<file path="src/rtl/register_file.sv">
// Architectural register file with per-register rename tags.
// Serves dispatcher operand queries combinationally and absorbs the RoB commit stream.
module register_file #(
  parameter int REG_WIDTH    = 5,
  parameter int EX_REG_WIDTH = 6,
  parameter int NON_REG      = 32,
  parameter int RoB_WIDTH    = 4,
  parameter int EX_RoB_WIDTH = 5,
  parameter int NON_DEP      = 16
) (
  input  logic                    Sys_clk,
  input  logic                    Sys_rst,
  input  logic                    Sys_rdy,
  input  logic [EX_REG_WIDTH-1:0] DPRF_rs1,
  input  logic [EX_REG_WIDTH-1:0] DPRF_rs2,
  output logic [EX_RoB_WIDTH-1:0] RFDP_Qj,
  output logic [EX_RoB_WIDTH-1:0] RFDP_Qk,
  output logic [31:0]             RFDP_Vj,
  output logic [31:0]             RFDP_Vk,
  input  logic                    DPRF_en,
  input  logic [EX_REG_WIDTH-1:0] DPRF_rd,
  input  logic [RoB_WIDTH-1:0]    DPRF_RoB_index,
  input  logic                    RoBRF_pre_judge,
  input  logic                    RoBRF_en,
  input  logic [RoB_WIDTH-1:0]    RoBRF_RoB_index,
  input  logic [EX_REG_WIDTH-1:0] RoBRF_rd,
  input  logic [31:0]             RoBRF_value
);

  localparam int unsigned NUM_REGS = 2 ** REG_WIDTH;
  localparam logic [EX_RoB_WIDTH-1:0] NON_DEP_TAG  = EX_RoB_WIDTH'(NON_DEP);
  localparam logic [EX_REG_WIDTH-1:0] NON_REG_CODE = EX_REG_WIDTH'(NON_REG);

  logic [31:0]             value_q [NUM_REGS];
  logic [EX_RoB_WIDTH-1:0] tag_q   [NUM_REGS];

  logic [REG_WIDTH-1:0]    rs1_idx, rs2_idx, cm_idx, rn_idx;
  logic [EX_RoB_WIDTH-1:0] cm_tag, rn_tag;
  logic                    cm_valid, rn_valid;

  // x0, NON_REG and any out-of-range code all mean "no register".
  function automatic logic reg_valid(input logic [EX_REG_WIDTH-1:0] r);
    return (r != NON_REG_CODE) &&
           (r[EX_REG_WIDTH-1:REG_WIDTH] == '0) &&
           (r[REG_WIDTH-1:0] != '0);
  endfunction

  function automatic logic [EX_RoB_WIDTH+31:0] lookup(
    input logic [EX_REG_WIDTH-1:0] rs,
    input logic [EX_RoB_WIDTH-1:0] tag,
    input logic [31:0]             val,
    input logic                    c_en,
    input logic [EX_REG_WIDTH-1:0] c_rd,
    input logic [EX_RoB_WIDTH-1:0] c_tag,
    input logic [31:0]             c_val
  );
    logic [EX_RoB_WIDTH-1:0] q;
    logic [31:0]             v;
    q = NON_DEP_TAG;
    v = '0;
    if (reg_valid(rs)) begin
      if (tag == NON_DEP_TAG) begin
        v = val;
      end else if (c_en && (c_rd == rs) && (tag == c_tag)) begin
        v = c_val;
      end else begin
        q = tag;
      end
    end
    return {q, v};
  endfunction

  always_comb begin
    rs1_idx  = DPRF_rs1[REG_WIDTH-1:0];
    rs2_idx  = DPRF_rs2[REG_WIDTH-1:0];
    cm_idx   = RoBRF_rd[REG_WIDTH-1:0];
    rn_idx   = DPRF_rd[REG_WIDTH-1:0];
    cm_tag   = EX_RoB_WIDTH'(RoBRF_RoB_index);
    rn_tag   = EX_RoB_WIDTH'(DPRF_RoB_index);
    cm_valid = RoBRF_en && reg_valid(RoBRF_rd);
    rn_valid = DPRF_en && RoBRF_pre_judge && reg_valid(DPRF_rd);
    {RFDP_Qj, RFDP_Vj} = lookup(DPRF_rs1, tag_q[rs1_idx], value_q[rs1_idx],
                                RoBRF_en, RoBRF_rd, cm_tag, RoBRF_value);
    {RFDP_Qk, RFDP_Vk} = lookup(DPRF_rs2, tag_q[rs2_idx], value_q[rs2_idx],
                                RoBRF_en, RoBRF_rd, cm_tag, RoBRF_value);
  end

  // Later assignments take priority: flush, then commit tag clear, then rename.
  always_ff @(posedge Sys_clk) begin
    if (Sys_rst) begin
      for (int unsigned i = 0; i < NUM_REGS; i++) begin
        value_q[i] <= '0;
        tag_q[i]   <= NON_DEP_TAG;
      end
    end else if (Sys_rdy) begin
      if (!RoBRF_pre_judge) begin
        for (int unsigned i = 0; i < NUM_REGS; i++) begin
          tag_q[i] <= NON_DEP_TAG;
        end
      end
      if (cm_valid) begin
        value_q[cm_idx] <= RoBRF_value;
        if (RoBRF_pre_judge && (tag_q[cm_idx] == cm_tag)) begin
          tag_q[cm_idx] <= NON_DEP_TAG;
        end
      end
      if (rn_valid) begin
        tag_q[rn_idx] <= rn_tag;
      end
    end
  end

endmodule

</file>
<file path="config.mk">
export PLATFORM = sky130hd
export DESIGN_NAME = register_file
export DESIGN_NICKNAME = d
export VERILOG_FILES = /design/src/rtl/register_file.sv
export SDC_FILE = /design/constraint.sdc
export NUM_CORES = 2
export LEC_CHECK = 0
export BUFFER_PORTS_ARGS = -buffer_cell sky130_fd_sc_hd__buf_2
export CORE_MARGIN = 5
export CORE_UTILIZATION = 42
export CTS_CLUSTER_DIAMETER = 30
export DETAILED_ROUTE_END_ITERATION = 8
export GPL_ROUTABILITY_DRIVEN = 0
export SLEW_MARGIN = 10
export SYNTH_ARGS = -nofsm -noshare
export SYNTH_HDL_FRONTEND = slang
export SYNTH_SLANG_ARGS = --single-unit
</file>
<file path="constraint.sdc">
create_clock -name Sys_clk -period 7.5 [get_ports Sys_clk]
set_input_delay 0.375 -clock Sys_clk [delete_from_list [all_inputs] [get_ports Sys_clk]]
set_output_delay 0.375 -clock Sys_clk [all_outputs]
set_load 0.1 [all_outputs]
</file>
==> run summary <==
run status: finished clean
required time of the worst setup path: 7120 ps
clock-pin slew on the worst setup and hold paths: 50 ps
Die ar.: 165,000 um^2
Power Density: 298 nW/um^2
ys flop type: edfxtp_1
Die H: 406 um
CTS tree: yes
unrepaired setup endpoints after global routing: false
per-cell routed wire length: 36.4 um
fin crit share: 75.9%
min-delay worst type: input pin to register
worst rel slew slack: 6.74%
Critical Path Start: DPRF_rs2[0]
Max Cap Violations: 0
WP depth: 8
Chip Width: 406 um
Worst setup SP type: input pin
reg2reg path depth: 8
crit path max-delay cell type: buf_4
post-route cell area: 79,200 um^2
CTS resizes: 0
Post-synth EDFFs: 1,152
drt initial violations: 7,006
via count: 44,200
Total Power: 0.0236 W
CP max stage delay: 890 ps
clock sink count: 1,184
Hold Buf Count CTS: 1
vias in the first global route: 44,100
r2r setup slk: 3890 ps
Crit. End Element: primary output
total track usage: 29.6%
# DRC: 0
setup TNS: 0 ps
initial antenna violation count: 32
Comb pwr share: 9.4%
final clock skew: 32.7 ps
# rows: 145
reg2reg start: tag_q[30][1]
utilization after layout: 50.7%
Yosys cell types: 74
Clk network pwr share: 57.4%
fmax: 0.176 GHz
register area share after synthesis: 53.5%
leakage: 28.0 nW
Sequential Power Share: 33.2%
Slew @ Worst Pin: 1400 ps
hold wc startpoint: RoBRF_value[20]
Layout Area Growth over Synthesis: 20.2%
clock buffer count from CTS: 314
Placed Area: 68,700 um^2
syn avg cell area: 15.3 um^2
max-slew violation count: 0
Net Sw Frac: 23.7%
DRT Wirelength: 246,000 um
Hold Path Depth: 2
WP data arrival: 5320 ps
Cell Int Power: 0.0180 W
clk buf depth: 4
Ys Warns: 0
CP delay by family, top: buffers and inverters
final net count: 4,527
worst path bufs/invs: 4
Cell Chain, Critical Path: buf_8 > buf_4 > buf_4 > mux4_2 > mux4_2 > mux2i_1 > o2bb2ai_1 > buf_2
H-tree levels: 5
grt ovf: 0
Final setup viols: 0
largest net degree at the start of global routing: 153
I/O pin cnt: 144
Seq cells post-synth: 1,184
peak supply drop: 0.264 mV
core area: 156,000 um^2
final worst path period need: 5690 ps
WS Path Type: input pin to primary output
DP Wirelength: 139,000 um
Post-synth ARST share: 0%
layout cell share with drive strength beyond 1: 32.8%
first-pass GRT wire length: 340,000 um
# fillers: 12,600
Root Driver: clkbuf_16
final hold vios: 0
PortBufs: 143
drt via density: 6.55
synthesized cell area: 65,900 um^2
Starting Density: 42.2%
drt pass-1 iters: 6
later-pin clock latency in the skew report: 880 ps
NetSw: 0.00558 W
CP Max Fanout: 68
# Post-CTS Setup Buffers: 0
Synth Instances: 4,295
ANT nets after route: 0
-- placed cells by master (no fill, tap or decap), types with 6 or more instances in the layout --
cell	netlist	layout
nor2b_1	11	11
clkinv_4	0	11
nand3b_1	11	11
and2_1	1116	1116
xnor2_1	16	15
a41o_1	32	32
clkbuf_8	0	6
bufinv_16	0	52
nand4_1	42	42
clkinvlp_4	0	24
xor2_1	6	6
clkbuf_1	303	32
nand3_1	12	11
inv_6	0	14
mux2_2	12	12
nor2_1	170	139
nor2_4	1	32
diode_2	0	8
dfxtp_1	32	32
nor4_1	11	11
clkbuf_16	0	320
a21oi_1	43	42
a211oi_1	8	8
edfxtp_1	1152	1152
or2_2	33	33
mux4_2	711	711
buf_4	5	117
nand2b_1	10	10
nor3_1	47	47
buf_2	102	131
nand2_1	63	62
o22ai_1	45	45
o2bb2ai_1	31	31
mux2i_1	152	152
conb_1	1	36
clkinv_2	0	44
clkinv_1	1	45
-- state kept, by name, indices dropped and copies added (netlist names) --
name / count
value_q: 1024
tag_q: 160
-- kinds of logic (layout without fill, tap and decap cells) --
group           after synthesis  in the layout  share of synthesized area, %
xor+xnor                     23             23                         0.317
other cells                   1             44                       0.00569
flops                      1184           1184                          53.5
buf+inv                     452            809                          2.97
compound gates              193            193                          2.23
simple gates               1563           1563                          14.0
mux                         879            879                          27.0
-- stage by stage --
step           cells  setup WS [ps]  hold slack, ps
2_1_floorplan   4330           2640             428
3_3_place_gp    6198           1820             496
3_5_place_dp    6198           1810             461
4_1_cts         6745           1830            76.9
5_1_grt         6746           1510             124
6_report        6753           1810             134
-- final cells by class --
| cell class | instances | area, um^2 | area share [%] |
|---|---|---|---|
| diodes | 8 | 20.0 | 0.0253 |
| multi-input cells | 2694 | 29100 | 36.8 |
| flip-flops and latches | 1184 | 35200 | 44.5 |
| clock inverters | 190 | 2360 | 2.98 |
| inverters | 3 | 11.3 | 0.0142 |
| clock buffers | 356 | 8180 | 10.3 |
| repair buffers | 260 | 1710 | 2.16 |
| well taps | 2058 | 2570 | 3.25 |
-- synth_stat cells, types with 4 or more instances --
cell type | instances | area share [%]
nand3_1 | 12 | 0.091
nor4_1 | 11 | 0.10
nand4b_1 | 5 | 0.066
xnor2_1 | 16 | 0.21
buf_1 | 25 | 0.14
o2bb2ai_1 | 31 | 0.41
nand3b_1 | 11 | 0.13
nor2_1 | 170 | 0.97
o221ai_1 | 4 | 0.053
xor2_1 | 6 | 0.080
buf_6 | 13 | 0.22
nor2b_1 | 11 | 0.10
a21oi_1 | 43 | 0.33
nor3_1 | 47 | 0.36
a41o_1 | 32 | 0.49
or3b_2 | 5 | 0.066
mux4_1 | 4 | 0.16
nand2_1 | 63 | 0.36
mux2_2 | 12 | 0.21
or2_2 | 33 | 0.31
o22ai_1 | 45 | 0.43
or4bb_1 | 5 | 0.085
dfxtp_1 | 32 | 0.97
and2_1 | 1116 | 11
nand4_1 | 42 | 0.40
a211oi_1 | 8 | 0.091
clkbuf_1 | 303 | 1.7
edfxtp_1 | 1152 | 52
buf_4 | 5 | 0.057
nand2b_1 | 10 | 0.095
mux4_2 | 711 | 24
buf_2 | 102 | 0.77
mux2i_1 | 152 | 2.3
-- power groups by stage --
stage | combinational, W | clock [W] | sequential [W]
2_1_floorplan | 0.00146 | 0 | 0.00783
3_3_place_gp | 0.00218 | 0 | 0.00790
3_5_place_dp | 0.00218 | 0 | 0.00792
4_1_cts | 0.00219 | 0.0136 | 0.00781
5_1_grt | 0.00228 | 0.0140 | 0.00785
6_report | 0.00222 | 0.0135 | 0.00782
-- routing by layer --
layer	vias up	GRT usage, %	part of all wire, %
li1	17200	-	-
met5	-	0.506	0.075
met1	22900	38.9	35
met3	782	7.78	13
met2	3430	45.9	46
met4	12	14.7	5.8
-- worst reg2reg max path, stage by stage (launching register included) --
cell,delay (ps)
edfxtp_1,410
mux2i_1,360
o22ai_1,130
nor4_1,360
a21oi_1,180
a2111oi_4,1010
buf_4,400
nand4_1,210
nand2_1,250
-- worst paths after layout --
kind,endpoint
worst max-delay path,RFDP_Vk[1]
worst max register to register,tag_q[6][1]
worst min register to register,tag_q[0][4]
worst min-delay path,value_q[9][20]
(Power assumes the default switching activity.)
